<file path="config.mk">
export PLATFORM = sky130hd
export DESIGN_NAME = rv32_mod_issue_scoreboard_flat
export DESIGN_NICKNAME = d
export VERILOG_FILES = /design/src/rtl/rv32_mod_issue_scoreboard_if.sv /design/src/rtl/rv32_mod_issue_scoreboard.sv /design/src/flat_wrapper.sv
export SDC_FILE = /design/constraint.sdc
export NUM_CORES = 1
export LEC_CHECK = 0
export CORE_ASPECT_RATIO = 0.8
export CORE_MARGIN = 10
export CORE_UTILIZATION = 47
export CTS_CLUSTER_SIZE = 25
export DETAILED_ROUTE_END_ITERATION = 7
export PLACE_DENSITY_LB_ADDON = 0.1
export SETUP_SLACK_MARGIN = 0.15
export SLEW_MARGIN = 20
export SYNTH_ARGS = -nofsm -noshare
export SYNTH_HDL_FRONTEND = slang
export SYNTH_SLANG_ARGS = --single-unit
</file>
<file path="constraint.sdc">
create_clock -name i_clk -period 4.4 [get_ports i_clk]
set_input_delay 0.66 -clock i_clk [delete_from_list [all_inputs] [get_ports i_clk]]
set_output_delay 0.66 -clock i_clk [all_outputs]
set_load 0.005 [all_outputs]
</file>
<file path="src/rtl/rv32_mod_issue_scoreboard_if.sv">
// Issue/writeback/status bundle between the rv32imc decoder side and the hazard scoreboard.
// master = decoder/pipeline control, slave = scoreboard.
interface rv32_mod_issue_scoreboard_if #(
    parameter int NUM_REGS = 32,
    parameter int TOTAL_W  = 6
);
    logic                issue_valid;
    logic                issue_ready;
    logic [4:0]          issue_rs1;
    logic [4:0]          issue_rs2;
    logic [4:0]          issue_rd;
    logic                issue_writes_rd;
    logic                wb_valid;
    logic [4:0]          wb_rd;
    logic                flush;
    logic [NUM_REGS-1:0] busy_mask;
    logic [TOTAL_W-1:0]  outstanding;
    logic                idle;
    logic                wb_underflow;

    modport master (
        output issue_valid, issue_rs1, issue_rs2, issue_rd, issue_writes_rd,
        output wb_valid, wb_rd, flush,
        input  issue_ready, busy_mask, outstanding, idle, wb_underflow
    );

    modport slave (
        input  issue_valid, issue_rs1, issue_rs2, issue_rd, issue_writes_rd,
        input  wb_valid, wb_rd, flush,
        output issue_ready, busy_mask, outstanding, idle, wb_underflow
    );
endinterface

</file>
<file path="src/rtl/rv32_mod_issue_scoreboard.sv">
// Register-hazard scoreboard: per-register pending-write counters gate in-order issue.
// Optional macro RV32_SCOREBOARD_WB_BYPASS_EN lets a same-cycle writeback clear the hazard.
module rv32_mod_issue_scoreboard #(
    parameter int NUM_REGS = 32,
    parameter int CNT_W    = 2,
    parameter int TOTAL_W  = 6
) (
    input  logic                           i_clk,
    input  logic                           i_rst_n,
    rv32_mod_issue_scoreboard_if.slave     sb_if
);
    localparam logic [CNT_W-1:0]   CNT_MAX = {CNT_W{1'b1}};
    localparam logic [TOTAL_W-1:0] TOT_MAX = {TOTAL_W{1'b1}};

    logic [CNT_W-1:0]    r_cnt [NUM_REGS];
    logic [TOTAL_W-1:0]  r_total;
    logic                r_underflow;

    logic [NUM_REGS-1:0] w_busy;
    logic [NUM_REGS-1:0] w_inc;
    logic [NUM_REGS-1:0] w_dec;
    logic                w_rs1_haz;
    logic                w_rs2_haz;
    logic                w_rd_full;
    logic                w_ready;
    logic                w_accept;
    logic                w_uf;

    always_comb begin
        w_rs1_haz = w_busy[sb_if.issue_rs1];
        w_rs2_haz = w_busy[sb_if.issue_rs2];
        w_rd_full = sb_if.issue_writes_rd && (sb_if.issue_rd != 5'd0) &&
                    (r_cnt[sb_if.issue_rd] == CNT_MAX);
`ifdef RV32_SCOREBOARD_WB_BYPASS_EN
        // Last pending write retiring now: datapath forwards the wb value.
        if (sb_if.wb_valid && (sb_if.wb_rd == sb_if.issue_rs1) &&
            (r_cnt[sb_if.issue_rs1] == CNT_W'(1)))
            w_rs1_haz = 1'b0;
        if (sb_if.wb_valid && (sb_if.wb_rd == sb_if.issue_rs2) &&
            (r_cnt[sb_if.issue_rs2] == CNT_W'(1)))
            w_rs2_haz = 1'b0;
        if (sb_if.wb_valid && (sb_if.wb_rd == sb_if.issue_rd))
            w_rd_full = 1'b0;
`endif
    end

    assign w_ready  = !sb_if.flush && !w_rs1_haz && !w_rs2_haz && !w_rd_full &&
                      (r_total != TOT_MAX);
    assign w_accept = sb_if.issue_valid && w_ready;
    assign w_uf     = sb_if.wb_valid && (sb_if.wb_rd != 5'd0) &&
                      (r_cnt[sb_if.wb_rd] == '0) && !sb_if.flush;

    genvar gi;
    generate
        for (gi = 0; gi < NUM_REGS; gi++) begin : g_reg
            // x0 is never tracked, so its increment is tied off and its count stays zero.
            assign w_inc[gi]  = w_accept && sb_if.issue_writes_rd &&
                                (sb_if.issue_rd == 5'(gi)) && (gi != 0);
            assign w_dec[gi]  = sb_if.wb_valid && (sb_if.wb_rd == 5'(gi)) &&
                                (r_cnt[gi] != '0);
            assign w_busy[gi] = (r_cnt[gi] != '0);

            always_ff @(posedge i_clk or negedge i_rst_n) begin
                if (!i_rst_n)
                    r_cnt[gi] <= '0;
                else if (sb_if.flush)
                    r_cnt[gi] <= '0;
                else if (w_inc[gi] && !w_dec[gi])
                    r_cnt[gi] <= r_cnt[gi] + CNT_W'(1);
                else if (w_dec[gi] && !w_inc[gi])
                    r_cnt[gi] <= r_cnt[gi] - CNT_W'(1);
            end
        end
    endgenerate

    always_ff @(posedge i_clk or negedge i_rst_n) begin
        if (!i_rst_n) begin
            r_total     <= '0;
            r_underflow <= 1'b0;
        end else begin
            if (sb_if.flush)
                r_total <= '0;
            else
                r_total <= r_total + TOTAL_W'(|w_inc) - TOTAL_W'(|w_dec);
            if (w_uf)
                r_underflow <= 1'b1;
        end
    end

    assign sb_if.issue_ready  = w_ready;
    assign sb_if.busy_mask    = w_busy;
    assign sb_if.outstanding  = r_total;
    assign sb_if.idle         = (r_total == '0);
    assign sb_if.wb_underflow = r_underflow;
endmodule

</file>
<file path="src/flat_wrapper.sv">
// flat-port wrapper written by rule: the top's interface ports become plain ports
module rv32_mod_issue_scoreboard_flat 
#(
    parameter int NUM_REGS = 32,
    parameter int CNT_W    = 2,
    parameter int TOTAL_W  = 6
)
  (i_clk, i_rst_n, sb_if_issue_valid, sb_if_issue_rs1, sb_if_issue_rs2, sb_if_issue_rd, sb_if_issue_writes_rd, sb_if_wb_valid, sb_if_wb_rd, sb_if_flush, sb_if_issue_ready, sb_if_busy_mask, sb_if_outstanding, sb_if_idle, sb_if_wb_underflow);
  rv32_mod_issue_scoreboard_if #(.NUM_REGS(NUM_REGS), .TOTAL_W(TOTAL_W)) sb_if_i ();
  input  logic i_clk;
  input  logic i_rst_n;
  input wire logic [$bits(sb_if_i.issue_valid)-1:0] sb_if_issue_valid;
  input wire logic [$bits(sb_if_i.issue_rs1)-1:0] sb_if_issue_rs1;
  input wire logic [$bits(sb_if_i.issue_rs2)-1:0] sb_if_issue_rs2;
  input wire logic [$bits(sb_if_i.issue_rd)-1:0] sb_if_issue_rd;
  input wire logic [$bits(sb_if_i.issue_writes_rd)-1:0] sb_if_issue_writes_rd;
  input wire logic [$bits(sb_if_i.wb_valid)-1:0] sb_if_wb_valid;
  input wire logic [$bits(sb_if_i.wb_rd)-1:0] sb_if_wb_rd;
  input wire logic [$bits(sb_if_i.flush)-1:0] sb_if_flush;
  output wire logic [$bits(sb_if_i.issue_ready)-1:0] sb_if_issue_ready;
  output wire logic [$bits(sb_if_i.busy_mask)-1:0] sb_if_busy_mask;
  output wire logic [$bits(sb_if_i.outstanding)-1:0] sb_if_outstanding;
  output wire logic [$bits(sb_if_i.idle)-1:0] sb_if_idle;
  output wire logic [$bits(sb_if_i.wb_underflow)-1:0] sb_if_wb_underflow;
  assign sb_if_i.issue_valid = sb_if_issue_valid;
  assign sb_if_i.issue_rs1 = sb_if_issue_rs1;
  assign sb_if_i.issue_rs2 = sb_if_issue_rs2;
  assign sb_if_i.issue_rd = sb_if_issue_rd;
  assign sb_if_i.issue_writes_rd = sb_if_issue_writes_rd;
  assign sb_if_i.wb_valid = sb_if_wb_valid;
  assign sb_if_i.wb_rd = sb_if_wb_rd;
  assign sb_if_i.flush = sb_if_flush;
  assign sb_if_issue_ready = sb_if_i.issue_ready;
  assign sb_if_busy_mask = sb_if_i.busy_mask;
  assign sb_if_outstanding = sb_if_i.outstanding;
  assign sb_if_idle = sb_if_i.idle;
  assign sb_if_wb_underflow = sb_if_i.wb_underflow;
  rv32_mod_issue_scoreboard #(.NUM_REGS(NUM_REGS), .CNT_W(CNT_W), .TOTAL_W(TOTAL_W)) u_core (.i_clk(i_clk), .i_rst_n(i_rst_n), .sb_if(sb_if_i));
endmodule
</file>
Word level (Yosys, flattened, before mapping):

Index checks and enable logic that the tools add are counted.

* bits in registers: 71
* input bits: 26
* output and inout port bits: 41
* word-level logic and storage cells: 580

* add/subtract/negate cells: 65
* order comparisons: 4
* equal/unequal tests: 64
* muxes and demuxes: 106
* bitwise operators: 2
* reduce and logical (&&, ||, !) cells: 305

Operators with widths (count)
* $mux 2: 99
* $logic_and 1x1->1: 168
* $eq 5x5->1 const B: 32
* $reduce_bool 3->1: 31
* $eq 5x4->1 const B: 16
* $logic_not 1->1: 66
* $reduce_bool 2->1: 33
* $sub 2x1->2 const B: 32
* $add 2x1->2 const B: 31
* $eq 5x3->1 const B: 8
* $reduce_or 32->1: 1
* $reduce_or 31->1: 1
* $bmux 2 s5: 2
* $eq 5x2->1 const B: 4
* $ge 6x6->1 const B: 2
* $lt 5x6->1 const B: 2
* $not 5->6: 2
* $bmux 1 s5: 2
* $eq 5x1->1 const B: 2
* $reduce_bool 5->1: 2
* $add 6x1->6: 1
* $logic_not 6->1: 1
* $mux 6: 1
* $ne 6x6->1 const B: 1
* 5 further kinds: 6

Logic depth before layout (Yosys ltp):

* depth after elaboration: 17
* gate-level depth with buffers: 18
* depth with buffers taken out: 16

Least setup slack after synthesis:

OpenSTA, ideal clock, no wires.

* kind: input -> register
* from: input port sb_if_issue_rs1[0]
* to: register u_core.r_total[4] (netlist: u_core.sb_if.outstanding[4])
* setup time: 0.132 ns
* data arrival time: 3.736 ns
* required time: 4.268 ns
* path slack: 0.532 ns
* stages: 16
* path buffers: 4
* path through: buf_2 > mux4_2 > mux4_2 > and3_1 > o22a_1 > buf_6 > buf_6 > buf_6 > o211a_1 > ha_1 > fa_1 > a21oi_1 > nor2_1 > nor2_1 > xor2_1 > nor2_1

* word-level cells in the longest chain between the ends: 14
* elaborated cells on any way between the ends: 44
* classes of those cells: add/sub (2); mux (3); reduce/logical (39)

RTL lines
* from (decl): RTL line flat_wrapper.sv:13 `input wire logic [$bits(sb_if_i.issue_rs1)-1:0] sb_if_issue_rs1;`
* $bmux 1 s5 (*): RTL line rv32_mod_issue_scoreboard.sv:30 `w_rs1_haz = w_busy[sb_if.issue_rs1];`
* $mux 1 (implied by the code) (*): RTL line rv32_mod_issue_scoreboard.sv:30
* $logic_not 1->1 (*): RTL line rv32_mod_issue_scoreboard.sv:47 `assign w_ready = !sb_if.flush && !w_rs1_haz && !w_rs2_haz && !w_rd_full &&`
* $logic_and 1x1->1 (*) (4 in a row): RTL line rv32_mod_issue_scoreboard.sv:47
* $logic_and 1x1->1 (*): RTL line rv32_mod_issue_scoreboard.sv:49 `assign w_accept = sb_if.issue_valid && w_ready;`
* $logic_and 1x1->1 (*)
* $logic_and 1x1->1: RTL line rv32_mod_issue_scoreboard.sv:57 `assign w_inc[gi] = w_accept && sb_if.issue_writes_rd &&`
* $reduce_or 31->1 (*): RTL line rv32_mod_issue_scoreboard.sv:84 `r_total <= r_total + TOTAL_W'(|w_inc) - TOTAL_W'(|w_dec);`
* $add 6x1->6 (*): RTL line rv32_mod_issue_scoreboard.sv:84
* $sub 6x1->6 (*): RTL line rv32_mod_issue_scoreboard.sv:84
* $mux 6 (*): RTL line rv32_mod_issue_scoreboard.sv:81 `if (sb_if.flush)`
* to (signal assigned): RTL line rv32_mod_issue_scoreboard.sv:84
* to (decl): RTL line rv32_mod_issue_scoreboard.sv:16 `logic [TOTAL_W-1:0] r_total;`

Every way passes the cells marked *; elsewhere a longest branch is shown, timed or not. The select of a mux whose other input is x is not followed.
A chain may end at the register's enable or synchronous reset.

Final worst setup path:

* from: input port sb_if_issue_rd[2]
* to: output port sb_if_issue_ready

* word-level cells in the longest chain between the ends: 9
* elaborated cells on any way between the ends: 11
* classes of those cells: eq/ne (1); mux (3); bitwise (1); reduce/logical (6)

RTL lines
* from (decl): RTL line flat_wrapper.sv:15 `input wire logic [$bits(sb_if_i.issue_rd)-1:0] sb_if_issue_rd;`
* $not 5->6 (implied by the code): RTL line rv32_mod_issue_scoreboard.sv:33 `(r_cnt[sb_if.issue_rd] == CNT_MAX);`
* $bmux 2 s5: RTL line rv32_mod_issue_scoreboard.sv:33
* $mux 2 (implied by the code) (2 in a row): RTL line rv32_mod_issue_scoreboard.sv:33
* $eq 2x2->1: RTL line rv32_mod_issue_scoreboard.sv:33
* $logic_and 1x1->1 (*): RTL line rv32_mod_issue_scoreboard.sv:32 `w_rd_full = sb_if.issue_writes_rd && (sb_if.issue_rd != 5'd0) &&`
* $logic_not 1->1 (*): RTL line rv32_mod_issue_scoreboard.sv:47
* $logic_and 1x1->1 (*) (2 in a row): RTL line rv32_mod_issue_scoreboard.sv:47
* to (decl): RTL line flat_wrapper.sv:20 `output wire logic [$bits(sb_if_i.issue_ready)-1:0] sb_if_issue_ready;`

Marks and branches as above.

==> results.md <==
- Crit path time final: 4.14 ns
- Post-synthesis cell type count: 71
- Crit Reg-Reg Endpoint: u_core.sb_if.outstanding[4]$_DFF_PN0_
- Outcome: complete, no violations
- Root Driver: clkbuf_16
- Via density: 6.81
- Post-synth top area cell: dfrtp_1
- Clock Path Buffers: 2
- Post-synthesis area per instance: 8.25 um2
- DRC viols: 0
- Clock Sinks: 71
- Starting Density: 0.482
- Synth warn: 0
- Io pins: 67
- H-tree Lvls: 3
- Synth async-reset ratio: 1.00
- Slew Viols, Final: 0
- Mapped Area: 6580 um2
- HPWL after DPL: 19.7 mm
- Slew headroom: 0.335
- Die Width: 152 um
- CTS hold repair buffers: 0
- Post-route design area: 7930 um2
- EDFF count, synth: 0
- CP Capture Type: output port
- Pwr per Cell Area: 259 nW/um2
- WL/cell: 25.2 um
- Share of the synthesized area in the top cell type: 0.270
- DRT iter0 DRCs: 894
- Die height: 126 um
- Max Fclk: 0.241 GHz
- Final setup fails: 0
- Combinational family with the most area after synthesis: simple AND/OR/NAND/NOR gates
- Post-synthesis mux area share: 0.0885
- CTS clk-pin slew, worst paths: 0.06 ns
- CTS tree: built
- VDD IR max: 0.000220 V
- First-pass GRT wire length: 40.7 mm
- Setup TNS: 0 ns
- Syn Inst Count: 797
- Area Overhead vs Synth: 20.5%
- Antenna fix cells: 0
- Hold Slack: 0.442 ns
- Fin crit share: 0.941
- I/O Buffers: 66
- #FFs+latches synth: 71
- Reg-to-reg setup timing slack: 0.69 ns
- Die area: 19,200 um2
- Required @ worst endpoint: 3.74 ns
- Post-Synth Adder-Cell Area: 0.0240
- Worst path arrival time: 3.48 ns
- Maxcap violations: 0
- RePlAce Congestion: 1.01
- Vias in the first global route: 6,771
- WL final: 26.5 mm
- Seq/Total Area, Yosys: 0.270
- R2R depth: 15
- Setup crit start: sb_if_issue_rd[2]
- FP Rows: 38
- Drt first pass iters: 5
- RR Startpoint: u_core.r_cnt[62]$_DFFE_PN0P_
- Post-layout nets: 906
- Post-route ant nets: 0
- Layout cells sized above 1: 0.171
- Syn_nets: 835
- Hold Path Class: input pin to asynchronous set/reset pin
- Slew at the pin with the worst max-slew slack: 0.997 ns
- Ys flop type: dfrtp_1
- Core area: 13,600 um2
- Skew final: 0.00878 ns
- Clk_lat worst skew: 0.36 ns
- Initial antenna violation count: 1
- RSZ-0062 raised after global routing: no
- Cell leakage power: 3.14 nW
- Simple-gate share of the synthesized area: 0.323
- Post-synthesis compound-gate area fraction: 0.205
- Vias after detailed routing: 7,167
- Top area cells in the synthesized netlist: dfrtp_1 (27%), mux4_2 (8.2%), o21ai_0 (4.6%), nor3_1 (4.3%), nor3_2 (4.0%)
- Power Total: 2.05 mW
- Final hold violations: 0
- TritonCTS Buffers: 9
- Post-Synth XOR/XNOR Area: 0.0133
- Grt total ovfl: 0
- GRT Util Overall: 0.266
- Largest net degree at the start of global routing: 88
- Kind of critical path: input pin to output port
- CP Launch Type: input pin
- # fillers: 1,267
- Worst-path maximum fanout: 4
- DP Area: 7590 um2
kinds of logic after synthesis:
kind of cell	count (synthesis)
simple gates	376
compound gates	190
buf+inv	110
flops	71
mux	28
fa+ha+maj	12
xor+xnor	10
stage by stage:
| step | utilization | setup WS (ns) | std cells |
|---|---|---|---|
| final | 0.581 | 0.258 | 1053 |
| after global routing | 0.581 | 0.188 | 1053 |
| after CTS | 0.581 | 0.222 | 1053 |
| after detailed placement | 0.556 | 0.110 | 1037 |
| after global placement | 0.556 | 0.167 | 1037 |
| after floorplan | - | 0.532 | 797 |
per-layer routing:
metal,GRT usage,up-vias,part of all wire,wire [um]
met5,0,-,0,0
li1,-,3136,-,-
met3,0.0864,42,0.12,3280
met1,0.363,3521,0.41,11000
met2,0.393,468,0.44,11800
met4,0.0741,0,0.018,490
layout by cell type, fill, tap and decap left out, types with 26 or more instances in the layout:
cell type / count
dfrtp_1: 71
nor2_1: 67
clkdlybuf4s50_1: 63
o21ai_0: 60
nor3_1: 56
buf_4: 55
inv_1: 48
nand2_1: 42
nand3_1: 40
or3_1: 28
nor4_1: 27
nor3_2: 26
synth_stat cells (all sizes together) (3+ instances only):
master   number
nor3         82
nor2b        17
nor4         27
mux4         24
xor2          6
and2          4
o22ai         8
o21ai        60
a221oi        3
clkbuf       35
a31oi        11
nor3b        10
and3         19
or3          28
mux2i         3
ha           11
nand2b       13
nand3        40
inv          48
nor2         67
dfrtp        71
o31ai         4
and4         10
a31o          5
buf          27
xnor2         4
a22oi        16
o2111ai       4
a21oi        36
a2111oi       4
a32oi         9
o211ai        8
nand4         5
a211oi        3
nand2        42
worst max-delay path by stage:
stage / depth (start not counted) / endpoint
final: 10 / sb_if_issue_ready
after global routing: 11 / sb_if_issue_ready
after detailed placement: 13 / u_core.sb_if.outstanding[4]$_DFF_PN0_
after CTS: 9 / sb_if_issue_ready
after floorplan: 16 / u_core.sb_if.outstanding[4]$_DFF_PN0_
after global placement: 13 / u_core.sb_if.outstanding[4]$_DFF_PN0_
where the power goes:
group / internal, mW / switching [mW]
Clock: 0.516 / 0.337
Sequential: 0.672 / 0.0210
Combinational: 0.209 / 0.294
Total: 1.40 / 0.653
area by class of cell:
| class | count | area (um2) | area share |
|---|---|---|---|
| timing repair buffer | 122 | 1100 | 0.139 |
| inverter | 48 | 180 | 0.0227 |
| sequential | 71 | 1780 | 0.224 |
| multi-input combinational | 616 | 4310 | 0.544 |
| clock inverter | 6 | 91.3 | 0.0115 |
| clock buffer | 10 | 239 | 0.0301 |
| tap | 180 | 225 | 0.0284 |
registers in the layout, indices dropped and copies added, names as in the netlist:
| register | flops |
|---|---|
| u_core.r_cnt | 64 |
| u_core.sb_if.outstanding | 6 |
| u_core.sb_if.wb_underflow | 1 |
worst max-delay path, stage by stage:
cell and delay, ns:
clkdlybuf4s50_1 0.57, mux4_2 0.52, mux2i_1 0.25, nor2_1 0.07, a211o_1 0.40, buf_4 0.18
nand2_1 0.11, nor2_1 0.06, nor2_1 0.13, clkdlybuf4s50_1 0.53
timing repair:
| action | in CTS | in global routing |
|---|---|---|
| buffers inserted | 0 | 0 |
| endpoints found under the setup margin | 0 | 2 |
| resized for setup | 0 | 2 |
No activity file was read; power rests on OpenSTA's default activity.
